===== src/rtl/imm_gen_stream.sv =====
// imm_gen_stream: RISC-V immediate decoder feeding a DEPTH-entry output FIFO
module imm_gen_stream #(
    parameter int XLEN  = 64,
    parameter int DEPTH = 2
) (
    input  logic            clk,
    input  logic            reset,
    input  logic            in_valid,
    output logic            in_ready,
    input  logic [31:0]     in_instr,
    output logic            out_valid,
    input  logic            out_ready,
    output logic [XLEN-1:0] out_imm,
    output logic [2:0]      out_fmt,
    output logic            out_illegal
);
    localparam int PW = DEPTH > 1 ? $clog2(DEPTH) : 1;
    localparam int CW = $clog2(DEPTH + 1);
    logic [XLEN-1:0] mem_imm [DEPTH];
    logic [2:0]      mem_fmt [DEPTH];
    logic            mem_ill [DEPTH];
    logic [PW-1:0]   wp, rp;
    logic [CW-1:0]   count;
    logic [31:0]     i;
    logic [31:0]     imm32;
    logic [63:0]     imm64;
    logic [2:0]      fmt;
    logic            push, pop;
    assign i         = in_instr;
    assign in_ready  = count < CW'(DEPTH);
    assign out_valid = count != '0;
    assign push      = in_valid && in_ready;
    assign pop       = out_valid && out_ready;
    always_comb begin
        imm32 = '0;
        fmt   = 3'd7;
        case (i[6:0])
            7'b0000011, 7'b0010011, 7'b1100111: begin
                imm32 = {{20{i[31]}}, i[31:20]};
                fmt   = 3'd1;
            end
            7'b0100011: begin
                imm32 = {{20{i[31]}}, i[31:25], i[11:7]};
                fmt   = 3'd2;
            end
            7'b1100011: begin
                imm32 = {{19{i[31]}}, i[31], i[7], i[30:25], i[11:8], 1'b0};
                fmt   = 3'd3;
            end
            7'b0110111, 7'b0010111: begin
                imm32 = {i[31:12], 12'b0};
                fmt   = 3'd4;
            end
            7'b1101111: begin
                imm32 = {{11{i[31]}}, i[31], i[19:12], i[20], i[30:21], 1'b0};
                fmt   = 3'd5;
            end
            7'b0110011: fmt = 3'd0;
            default: ;
        endcase
        imm64 = {{32{imm32[31]}}, imm32};
    end
    always_ff @(posedge clk) begin
        if (reset) begin
            wp    <= '0;
            rp    <= '0;
            count <= '0;
        end else begin
            if (push) wp <= wp == PW'(DEPTH - 1) ? '0 : wp + 1'b1;
            if (pop) rp <= rp == PW'(DEPTH - 1) ? '0 : rp + 1'b1;
            count <= count + CW'(push) - CW'(pop);
        end
    end
    always_ff @(posedge clk) begin
        if (push && !reset) begin
            mem_imm[wp] <= imm64[XLEN-1:0];
            mem_fmt[wp] <= fmt;
            mem_ill[wp] <= fmt == 3'd7;
        end
    end
    assign out_imm     = out_valid ? mem_imm[rp] : '0;
    assign out_fmt     = out_valid ? mem_fmt[rp] : '0;
    assign out_illegal = out_valid ? mem_ill[rp] : 1'b0;
endmodule


===== config.mk =====
export PLATFORM = sky130hd
export DESIGN_NAME = imm_gen_stream
export DESIGN_NICKNAME = d
export VERILOG_FILES = /design/src/rtl/imm_gen_stream.sv
export SDC_FILE = /design/constraint.sdc
export NUM_CORES = 1
export LEC_CHECK = 0
export ABC_AREA = 0
export CAP_MARGIN = 20
export CORE_MARGIN = 2
export CORE_UTILIZATION = 52
export CTS_CLUSTER_DIAMETER = 200
export DETAILED_ROUTE_END_ITERATION = 10
export PLACE_DENSITY = 0.91
export SLEW_MARGIN = 0
export SYNTH_ARGS = -nofsm -noshare
export SYNTH_HDL_FRONTEND = slang
export SYNTH_SLANG_ARGS = --single-unit
export TNS_END_PERCENT = 10

===== constraint.sdc =====
create_clock -name clk -period 8.1 [get_ports clk]
set_input_delay 1.62 -clock clk [delete_from_list [all_inputs] [get_ports clk]]
set_output_delay 1.62 -clock clk [all_outputs]
set_load 0.005 [all_outputs]

[Word level (Yosys, flattened, before mapping)]
Memories as Yosys holds them, arrays and structs flattened. A register that Yosys moved wholly into a read port is not among the register bits.
Index checks and enable logic that the tools add are counted.
Word-level totals
  flip-flop bits (word level): 4
  RAM bits: 136
  input bits: 36
  output and inout bits: 70
  logic and storage cells: 43
  memories: 3
Memory list
  mem_imm: depth 2, bits a word 64, rd ports 1, clocked after memory_dff 1, wr ports 1, RTL line 19  | logic [XLEN-1:0] mem_imm [DEPTH];
  mem_fmt: depth 2, bits a word 3, rd ports 1, clocked after memory_dff 1, wr ports 1, RTL line 20  | logic [2:0] mem_fmt [DEPTH];
  mem_ill: depth 2, bits a word 1, rd ports 1, clocked after memory_dff 1, wr ports 1, RTL line 21  | logic mem_ill [DEPTH];
Cells by class
  $add $sub $neg: 4
  order comparisons: 1
  equality and inequality tests: 10
  multiplexer cells: 15
  reductions and logical operators: 7
Operators with widths (number)
  $pmux W32 S5: 1
  $mux W64: 1
  $eq A7 B6 Y1 const B: 3
  $eq A7 B7 Y1 const B: 3
  $pmux W3 S6: 1
  $eq A7 B5 Y1 const B: 2
  $mux W1: 11
  $eq A7 B2 Y1 const B: 1
  $eq A3 B3 Y1 const B: 1
  $logic_and A1 B1 Y1: 3
  $mux W3: 1
  $reduce_or A3 Y1: 1
  $add A1 B1 Y1 const B: 2
  $add A2 B1 Y2: 1
  $lt A2 B2 Y1 const B: 1
  $reduce_bool A2 Y1: 1
  $reduce_or A2 Y1: 1
  $sub A2 B1 Y2: 1
  $logic_not A1 Y1: 1

[Logic depth before layout (Yosys ltp)]
Gate-level depths: netlist of run 1.
  word-level depth: 5
  gate-level depth with buffers: 8
  mapped depth without buffers: 8

[Worst setup path before layout of run 1]
Ideal clock, no wire load.
  path type: input to register
  start point: in in_valid
  end point: mem mem_fmt[1][0], enable pin
  library setup time: 0.482 ns
  arrival: 4.421 ns
  slack: 3.197 ns
  stages: 2
  path through: nand2b_1 -> nor3b_1
Between the ends
  cells in the longest elaborated chain, start to end: 4
RTL lines
  start, declared: RTL line 8  | input logic in_valid,
  $logic_and A1 B1 Y1: RTL line 32  | assign push = in_valid && in_ready;
  $logic_and A1 B1 Y1: RTL line 75  | if (push && !reset) begin
  $mux W1: RTL line 75
  $mux W1 (not written as such): RTL line 77  | mem_fmt[wp] <= fmt;
  end, declared: RTL line 20
No other way between the ends.

==> out/qor.txt, run 1 <==
Mapped Cells = 284
Crit start category = flop
Cell area after synthesis = 0.00382 mm2
Clock root cell = clkbuf_8
Diode count = 0
Fin worst setup slack = 3.42 ns
Status = finished, final reports clean
Die Y = 89.7 um
WP data arrival = 3.06 ns
Unrepaired setup endpoints after global routing = false
Finished Core Util = 68.3%
Post-synthesis cell type count = 48
Die area = 0.00805 mm2
CTS-repair resized insts = 0
Comb pwr share = 36.7%
Total core area = 0.00718 mm2
Site row count = 31
Avg Inst Size Synth = 13.4 um2
Sequential share of the synthesized area = 59.2%
Remaining antenna violation count = 0
First-pass detailed-route iteration total = 4
First DRT Iteration DRCs = 171
WHS = 0.523 ns
Power Density = 261 mW/mm2
TritonCTS sink count = 77
Setup tns final = 0 ns
Vias in the first global route = 2,290
Internal power = 0.909 mW
Crit-path max FO = 36
Clock Skew = 0.00851 ns
Buffers on Ports = 105
Crit path buffers/inverters = 1
Period utilization = 57.8%
Max Slew Vio Count = 0
Top_reg_cell synth = edfxtp_1
Layout cells sized above 1 = 11.4%
Initial antenna violation count = 0
Worst-path clk slew = 0.07 ns
Worst Path Class, Setup = flop to output port
Avg Vias per Cell = 5.31
Inst Count DP = 444
Vias = 2,443
Fin cells = 460
Share of power burned in registers = 40.8%
DRC viols = 0
Post-synth EDFFs = 72
Maximum clock frequency = 0.214 GHz
Worst rel slew slack = 26.7%
Leak = 1.71 nW
CTS tree = built
Post-CTS Setup Bufs = 0
Drt wl/cell = 16.4 um
P&R area growth vs syn = 28.3%
Fin crit period = 4.68 ns
Detailed placer's ending HPWL = 5160 um
Critical Path End Type = output port
Delay-heaviest family, CP = flip-flops
Final Setup Violations = 0
Clock network power share = 22.5%
Drt total wl = 7530 um
Placer congestion estimate = 0.919
Initial Util = 53.2%
Switching power = 0.368 mW
YS warnings = 0
Switch share = 28.8%
HP Class = flop to flop
Fin. Hold Viols = 0
VDD IR-drop max = 106 uV
Global route overflow = 0
Die X = 89.7 um
CP cell instances = mux2i_1, nor2_2, clkdlybuf4s50_1
First-pass GRT wire length = 11,200 um
# Max-Cap Violations = 0
Syn Nets = 322
Worst Tran Pin Value = 1.10 ns
Pre-CTS setup slack = 3.68 ns
CTS Hold Bufs = 0
Nets = 394
CP max-delay cell = dfxtp_2
CP peak stage delay = 1.06 ns
Clock Latency Late Sink = 0.34 ns
Total Routing Usage GR = 19.1%
Pin count of the biggest net entering global routing = 38
Synth Register Bits = 77
Post-synth ARST share = 0%
Io pins = 106
Total CTS buffers = 9
Clock H-tree levels = 3
Clock Tree Buf Depth = 2
Required @ worst endpoint = 6.48 ns
[worst min-delay path, cell delays in order (launching register included)]
cell	delay, ns
dfxtp_1	0.33
xor2_1	0.08
nor2_1	0.08
[layer usage]
layer / up-vias / track usage [%] / part of all wire (%)
met3: 14 / 3.38 / 6.9
li1: 1157 / - / -
met2: 118 / 32.4 / 51
met1: 1154 / 23.3 / 39
met4: 0 / 10.3 / 2.2
met5: - / 0 / 0
[through the flow]
step                      total power, mW  instance area (um2)
after floorplan                     0.781                 3820
after global placement              0.988                 4700
after detailed placement             1.00                 4700
after CTS                            1.29                 4900
after global routing                 1.35                 4900
final                                1.28                 4900
[kinds of logic (layout without fill, tap and decap cells)]
group / count (synthesis) / count (layout) / synth area share (%)
multiplexers: 38 / 38 / 10.1
buffers and inverters: 55 / 132 / 9.47
AND/OR/NAND/NOR: 68 / 68 / 9.86
flip-flops: 77 / 77 / 59.2
AO/OA/AOI/OAI: 40 / 40 / 9.73
adder cells (fa/ha/maj): 2 / 2 / 0.655
XOR/XNOR: 4 / 4 / 0.918
[power by group through the flow]
stage / clock network [mW] / registers (mW) / logic, mW
after detailed placement: 0 / 0.530 / 0.473
after global routing: 0.307 / 0.527 / 0.512
after global placement: 0 / 0.527 / 0.461
final: 0.287 / 0.521 / 0.469
after floorplan: 0 / 0.496 / 0.285
after CTS: 0.292 / 0.521 / 0.475
[placed cells by master (no fill, tap or decap), types with 2 or more instances in the layout]
| cell type | synthesis | routed |
|---|---|---|
| a22o_1 | 4 | 4 |
| o2bb2ai_1 | 11 | 11 |
| nor2b_1 | 2 | 2 |
| clkinvlp_4 | 0 | 2 |
| ha_1 | 2 | 2 |
| clkbuf_8 | 0 | 9 |
| o21ai_0 | 3 | 3 |
| xnor2_1 | 2 | 2 |
| inv_6 | 0 | 2 |
| dfxtp_1 | 5 | 4 |
| mux2i_1 | 36 | 36 |
| a211oi_1 | 2 | 2 |
| and2b_2 | 6 | 6 |
| edfxtp_1 | 72 | 72 |
| nand4b_1 | 2 | 2 |
| xor2_1 | 2 | 2 |
| nand3_1 | 3 | 3 |
| nand2_1 | 2 | 2 |
| inv_1 | 8 | 8 |
| buf_4 | 35 | 3 |
| a21o_1 | 8 | 8 |
| nor2_1 | 41 | 39 |
| clkdlybuf4s50_1 | 0 | 105 |
| nor2_2 | 0 | 2 |
[state kept, by name, summed over array words and instances, names as in the netlist, named ones only]
signal   flops
mem_imm     64
mem_fmt      6
count        2
mem_ill      2
rp           1
wp           1
[cell type report]
type | count | area, um2
sequential | 77 | 2260
multi-input combinational | 152 | 1210
tap | 99 | 124
clock inverter | 6 | 71.3
fill | 486 | 2280
inverter | 8 | 30.0
clock buffer | 10 | 128
timing repair buffer | 108 | 1070
[synth_stat cells, types with 2 or more instances]
master     count  share of area [%]
and2b_2        6                1.4
a211oi_1       2               0.39
a21o_1         8                1.6
buf_6          2               0.59
nand3_1        3               0.39
nand4b_1       2               0.46
nor2_1        41                4.0
mux2i_1       36                9.4
xnor2_1        2               0.46
clkbuf_1       3               0.29
nor3_1         2               0.26
nand2_1        2               0.20
o2bb2ai_1     11                2.5
o21ai_0        3               0.39
buf_2          6               0.79
inv_1          8               0.79
ha_1           2               0.66
a22o_1         4               0.92
dfxtp_1        5                2.6
buf_4         35                6.9
nor2b_1        2               0.33
xor2_1         2               0.46
edfxtp_1      72                 57
[path summary, 6_finish.rpt]
| check | start | end | slack [ns] | cells after the start |
|---|---|---|---|---|
| max | flop | out_imm[58] | 3.42 | 3 |
| max reg2reg | count[0] | count[1] | 6.39 | 8 |
| min | rp | flop | 0.52 | 2 |
| min reg2reg | rp | flop | 0.52 | 2 |
(Power assumes the default switching activity.)
==> inputs of run 2 (changes only) <==
--- a/config.mk
+++ b/config.mk
@@ -8,10 +8,10 @@
 export ABC_AREA = 0
 export CAP_MARGIN = 20
 export CORE_MARGIN = 2
-export CORE_UTILIZATION = 52
+export CORE_UTILIZATION = 48
 export CTS_CLUSTER_DIAMETER = 200
 export DETAILED_ROUTE_END_ITERATION = 10
-export PLACE_DENSITY = 0.91
+export PLACE_DENSITY = 0.85
 export SLEW_MARGIN = 0
 export SYNTH_ARGS = -nofsm -noshare
 export SYNTH_HDL_FRONTEND = slang
==> constraint.sdc (replaced) <==
create_clock -name clk -period 4.6 [get_ports clk]
set_input_delay 0.92 -clock clk [delete_from_list [all_inputs] [get_ports clk]]
set_output_delay 0.92 -clock clk [all_outputs]
set_load 0.005 [all_outputs]
==> run 2 against run 1 <==
Wire length shrank 3.3%. Clock skew grew 0.00060 ns. First-iteration DRC count shrank 44%. Critical path depth grew 1. Hold slack lost 0.013 ns. Largest cell class unchanged. Clock power grew 44%. Sequential cell count is the same. Via count shrank 1.0%. Critical path type unchanged. Combinational power grew 88%. Utilization shrank 5.1 points. Global-route usage shrank 1.6 points. Critical endpoint is now out_imm[23]. Total power grew 69%.
==> out/qor.txt, run 2 (synthesized netlist as in run 1, its figures left out) <==
CTS-repair resized insts = 0
Final instance area = 0.00488 mm2
Clock root cell = clkbuf_8
CP cell instances = buf_4, mux2i_1, nor2_1, clkdlybuf4s50_1
Inst Count DP = 448
CP peak stage delay = 0.53 ns
Placer congestion estimate = 0.888
Clock Latency Late Sink = 0.34 ns
P&R area growth vs syn = 27.9%
Crit-path max FO = 35
Fin worst setup slack = 1.65 ns
WHS = 0.510 ns
Clock Skew = 0.00911 ns
Layout cells sized above 1 = 11.3%
Io pins = 106
Leak = 1.71 nW
First DRT Iteration DRCs = 96
Die area = 0.00869 mm2
Diode count = 0
Post-CTS Setup Bufs = 0
Period utilization = 64.2%
HP Class = flop to flop
TritonCTS sink count = 77
VDD IR-drop max = 187 uV
DRC viols = 0
Avg Vias per Cell = 5.20
R2R cell count = 8
Total Routing Usage GR = 17.5%
Worst Tran Pin Value = 0.650 ns
Clock network power share = 19.1%
Die Y = 93.2 um
CP max-delay cell = clkdlybuf4s50_1
Worst hold start = rp
Worst Path Class, Setup = flop to output port
Drt wl/cell = 15.7 um
Commonest non-fill, non-tap cell in the layout = clkdlybuf4s50_1
Commonest non-fill, non-tap cells in the layout = clkdlybuf4s50_1 (105), edfxtp_1 (72), nor2_1 (39), mux2i_1 (36), o2bb2ai_1 (11)
Fillers = 576
Pre-CTS setup slack = 1.45 ns
Unrepaired setup endpoints after global routing = false
FF-to-FF End = count[1]
Maximum clock frequency = 0.339 GHz
Comb pwr share = 40.9%
Die X = 93.2 um
Reg2Reg Setup Slack = 2.86 ns
Critical Path End Type = output port
Required @ worst endpoint = 3.68 ns
Total core area = 0.00773 mm2
Clock Tree Buf Depth = 2
Detailed placer's ending HPWL = 5040 um
Initial Util = 49.4%
Share of power burned in registers = 39.9%
Site row count = 32
Hold depth = 2
Post-DP Area = 0.00471 mm2
Max FFs per register = 64
Remaining antenna violation count = 0
First-pass GRT wire length = 11,400 um
Drt total wl = 7280 um
Switching power = 0.617 mW
Top reg by flops = mem_imm
CTS tree = built
Largest regs = mem_imm (64), mem_fmt (6)
Power Density = 442 mW/mm2
Worst-path clk slew = 0.07 ns
First-pass detailed-route iteration total = 4
Initial antenna violation count = 0
Fin crit period = 2.95 ns
Fin. Hold Viols = 0
CTS Hold Bufs = 0
Vias in the first global route = 2,313
Internal power = 1.54 mW
Clock H-tree levels = 3
Worst r2r src = count[0]
Total CTS buffers = 9
Switch share = 28.6%
Worst rel slew slack = 56.5%
Finished Core Util = 63.2%
Min-Delay Endpoint = rp
Crit start category = flop
Total power = 2.16 mW
Max Slew Vio Count = 0
Setup tns final = 0 ns
Pin count of the biggest net entering global routing = 38
Final Setup Violations = 0
WP data arrival = 2.03 ns
Fin cells = 465
Status = finished, final reports clean
Nets = 396
Vias = 2,418
# Max-Cap Violations = 0
Global route overflow = 0
Buffers on Ports = 105
[run 2: cell count changes in the layout (fill, tap and decap cells not counted), sizes merged]
cell,before,now
clkinv,1,5
bufinv,1,0
buf,3,5
clkinvlp,2,1
inv,10,8
[run 2: power groups by stage]
stage / clock [mW] / sequential (mW) / combinational [mW]
after CTS: 0.422 / 0.863 / 0.889
after floorplan: 0 / 0.873 / 0.503
after detailed placement: 0 / 0.878 / 0.888
after global routing: 0.451 / 0.869 / 0.960
final: 0.414 / 0.862 / 0.884
after global placement: 0 / 0.873 / 0.869
[run 2: how the worst max path moves through the flow]
stage             start            end  slack [ns]  depth (start not counted)
2_1_floorplan  in_valid  mem_fmt[1][0]        0.40                          2
3_3_place_gp   count[0]    out_imm[31]        1.60                          4
3_5_place_dp   count[1]    out_imm[38]        1.45                          4
4_1_cts        count[1]    out_imm[38]        1.07                          4
5_1_grt            flop    out_imm[20]        1.50                          4
6_report           flop    out_imm[23]        1.65                          4
[run 2: layout make-up]
type                            instances  area (um2)  share of cell area, %
Clock buffer                           10         128                   2.61
Clock inverter                          6        30.0                  0.615
Inverter                                8        30.0                  0.615
Multi-Input combinational cell        152        1210                   24.8
Sequential cell                        77        2260                   46.3
Tap cell                              102         128                   2.61
Timing Repair Buffer                  110        1100                   22.4
[run 2: worst max-delay path, delay by kind of cell (launching register included)]
kind	cells	cell delay, ns
flip-flops	1	0.33
buffers and inverters	2	1.02
multiplexers	1	0.15
AND/OR/NAND/NOR	1	0.17
[run 2: metal layers]
metal / up-vias / track usage [%] / part of all wire [%]
met2: 113 / 29.8 / 50
li1: 1165 / - / -
met3: 10 / 3.79 / 6.9
met4: 0 / 6.99 / 1.6
met5: - / 0 / 0
met1: 1130 / 21.8 / 41
==> inputs of run 3 (changes only) <==
==> constraint.sdc (replaced) <==
create_clock -name clk -period 2.9 [get_ports clk]
set_input_delay 0.58 -clock clk [delete_from_list [all_inputs] [get_ports clk]]
set_output_delay 0.58 -clock clk [all_outputs]
set_load 0.005 [all_outputs]
==> run 3 against run 2 <==
Global-route usage grew 0.80 points. Critical path depth is the same. Register-to-register slack lost 1.7 ns. Total power grew 68%. Final cell count grew 0.22%. Clock skew grew 0.0028 ns. Largest power group is now sequential cells. Highest routed layer unchanged.
==> out/qor.txt, run 3 (synthesized netlist as in run 1, its figures left out) <==
Worst Tran Pin Value = 0.639 ns
First-pass detailed-route iteration total = 4
Vias = 2,474
Critical Path End Type = output port
Avg Vias per Cell = 5.31
Gr busiest metal = met2
Post-DP Area = 0.00474 mm2
Clock Latency Late Sink = 0.35 ns
Remaining antenna violation count = 0
Drt total wl = 7680 um
Clock Skew = 0.0119 ns
Layout cells sized above 1 = 11.5%
Largest regs = mem_imm (64), mem_fmt (6)
Total CTS buffers = 9
Initial antenna violation count = 0
Global route overflow = 0
Drt wl/cell = 16.5 um
Diode count = 0
Final Setup Violations = 0
# Max-Cap Violations = 0
Clock root cell = clkbuf_8
Placer congestion estimate = 0.917
DRC viols = 0
Total Routing Usage GR = 18.3%
Clock H-tree levels = 3
Max Slew Vio Count = 0
Power Density = 732 mW/mm2
Fin crit period = 2.55 ns
GRT met3 Usage = 3.30%
Nets = 398
Die X = 93.2 um
Met1 Use GR = 21.9%
P&R area growth vs syn = 29.5%
Crit start category = flop
CTS tree = built
Final instance area = 0.00494 mm2
Total core area = 0.00773 mm2
Max FFs per register = 64
WP data arrival = 1.97 ns
Commonest non-fill, non-tap cells in the layout = clkdlybuf4s50_1 (105), edfxtp_1 (72), nor2_1 (39), mux2i_1 (36), o2bb2ai_1 (11)
HP Class = flop to flop
Status = finished, final reports clean
Detailed placer's ending HPWL = 5320 um
Unrepaired setup endpoints after global routing = false
Worst Path Class, Setup = flop to output port
Pin count of the biggest net entering global routing = 37
Required @ worst endpoint = 2.32 ns
Post-CTS Setup Bufs = 0
Clock Tree Buf Depth = 2
Maximum clock frequency = 0.393 GHz
Period utilization = 87.8%
VDD IR-drop max = 266 uV
Die area = 0.00869 mm2
Finished Core Util = 64.0%
Die Y = 93.2 um
First-pass GRT wire length = 12,000 um
First DRT Iteration DRCs = 107
Top reg by flops = mem_imm
Site row count = 32
CTS Hold Bufs = 0
Worst rel slew slack = 57.3%
Fin. Hold Viols = 0
Buffers on Ports = 105
Leak = 1.74 nW
Initial Util = 49.4%
Io pins = 106
Crit-path max FO = 15
Vias in the first global route = 2,419
Worst-path clk slew = 0.06 ns
Commonest non-fill, non-tap cell in the layout = clkdlybuf4s50_1
Met2 Use GR = 32.7%
CTS-repair resized insts = 0
TritonCTS sink count = 77
## run 3: area by class of cell
class,instances,area (um2)
Fill cell,587,2780
Tap cell,102,128
Sequential cell,77,2260
Clock buffer,10,128
Clock inverter,5,76.3
Multi-Input combinational cell,152,1220
Timing Repair Buffer,112,1100
Inverter,8,30.0
## run 3: final timing paths
| kind | startpoint | slack [ns] | cells past startpoint | end |
|---|---|---|---|---|
| worst min-delay path | rp | 0.50 | 2 | flop |
| worst min register to register | rp | 0.50 | 2 | flop |
| worst max-delay path | flop | 0.35 | 4 | out_imm[12] |
| worst max register to register | count[1] | 1.21 | 8 | count[1] |
## run 3: critical path: stages, from the launching register on
cell             delay [ns]
dfxtp_2                0.50
buf_4                  0.34
mux2i_1                0.12
nor2_1                 0.13
clkdlybuf4s50_1        0.54
## run 3: report_power, final
group | leakage, nW | internal [mW] | switching, mW
Clock | 0.101 | 0.476 | 0.365
Sequential | 0.706 | 1.33 | 0.0578
Combinational | 0.933 | 0.822 | 0.567
Total | 1.74 | 2.63 | 0.991
## run 3: routing by layer
layer  wire [um]  vias to the layer above
met5           0                        -
met4         114                        0
met3         370                       11
met2        4060                       89
met1        3130                     1207
li1            -                     1167
## run 3: stage by stage
stage | cells | worst slack, ns | power [mW] | hold WS, ns | TNS [ns]
2_1_floorplan | 284 | -0.756 | 2.18 | 0.472 | -27.22
3_3_place_gp | 451 | 0.527 | 2.79 | 0.487 | 0
3_5_place_dp | 451 | 0.415 | 2.82 | 0.490 | 0
4_1_cts | 466 | 0.308 | 3.67 | 0.510 | 0
5_1_grt | 466 | 0.253 | 3.82 | 0.573 | 0
6_report | 466 | 0.353 | 3.62 | 0.505 | 0
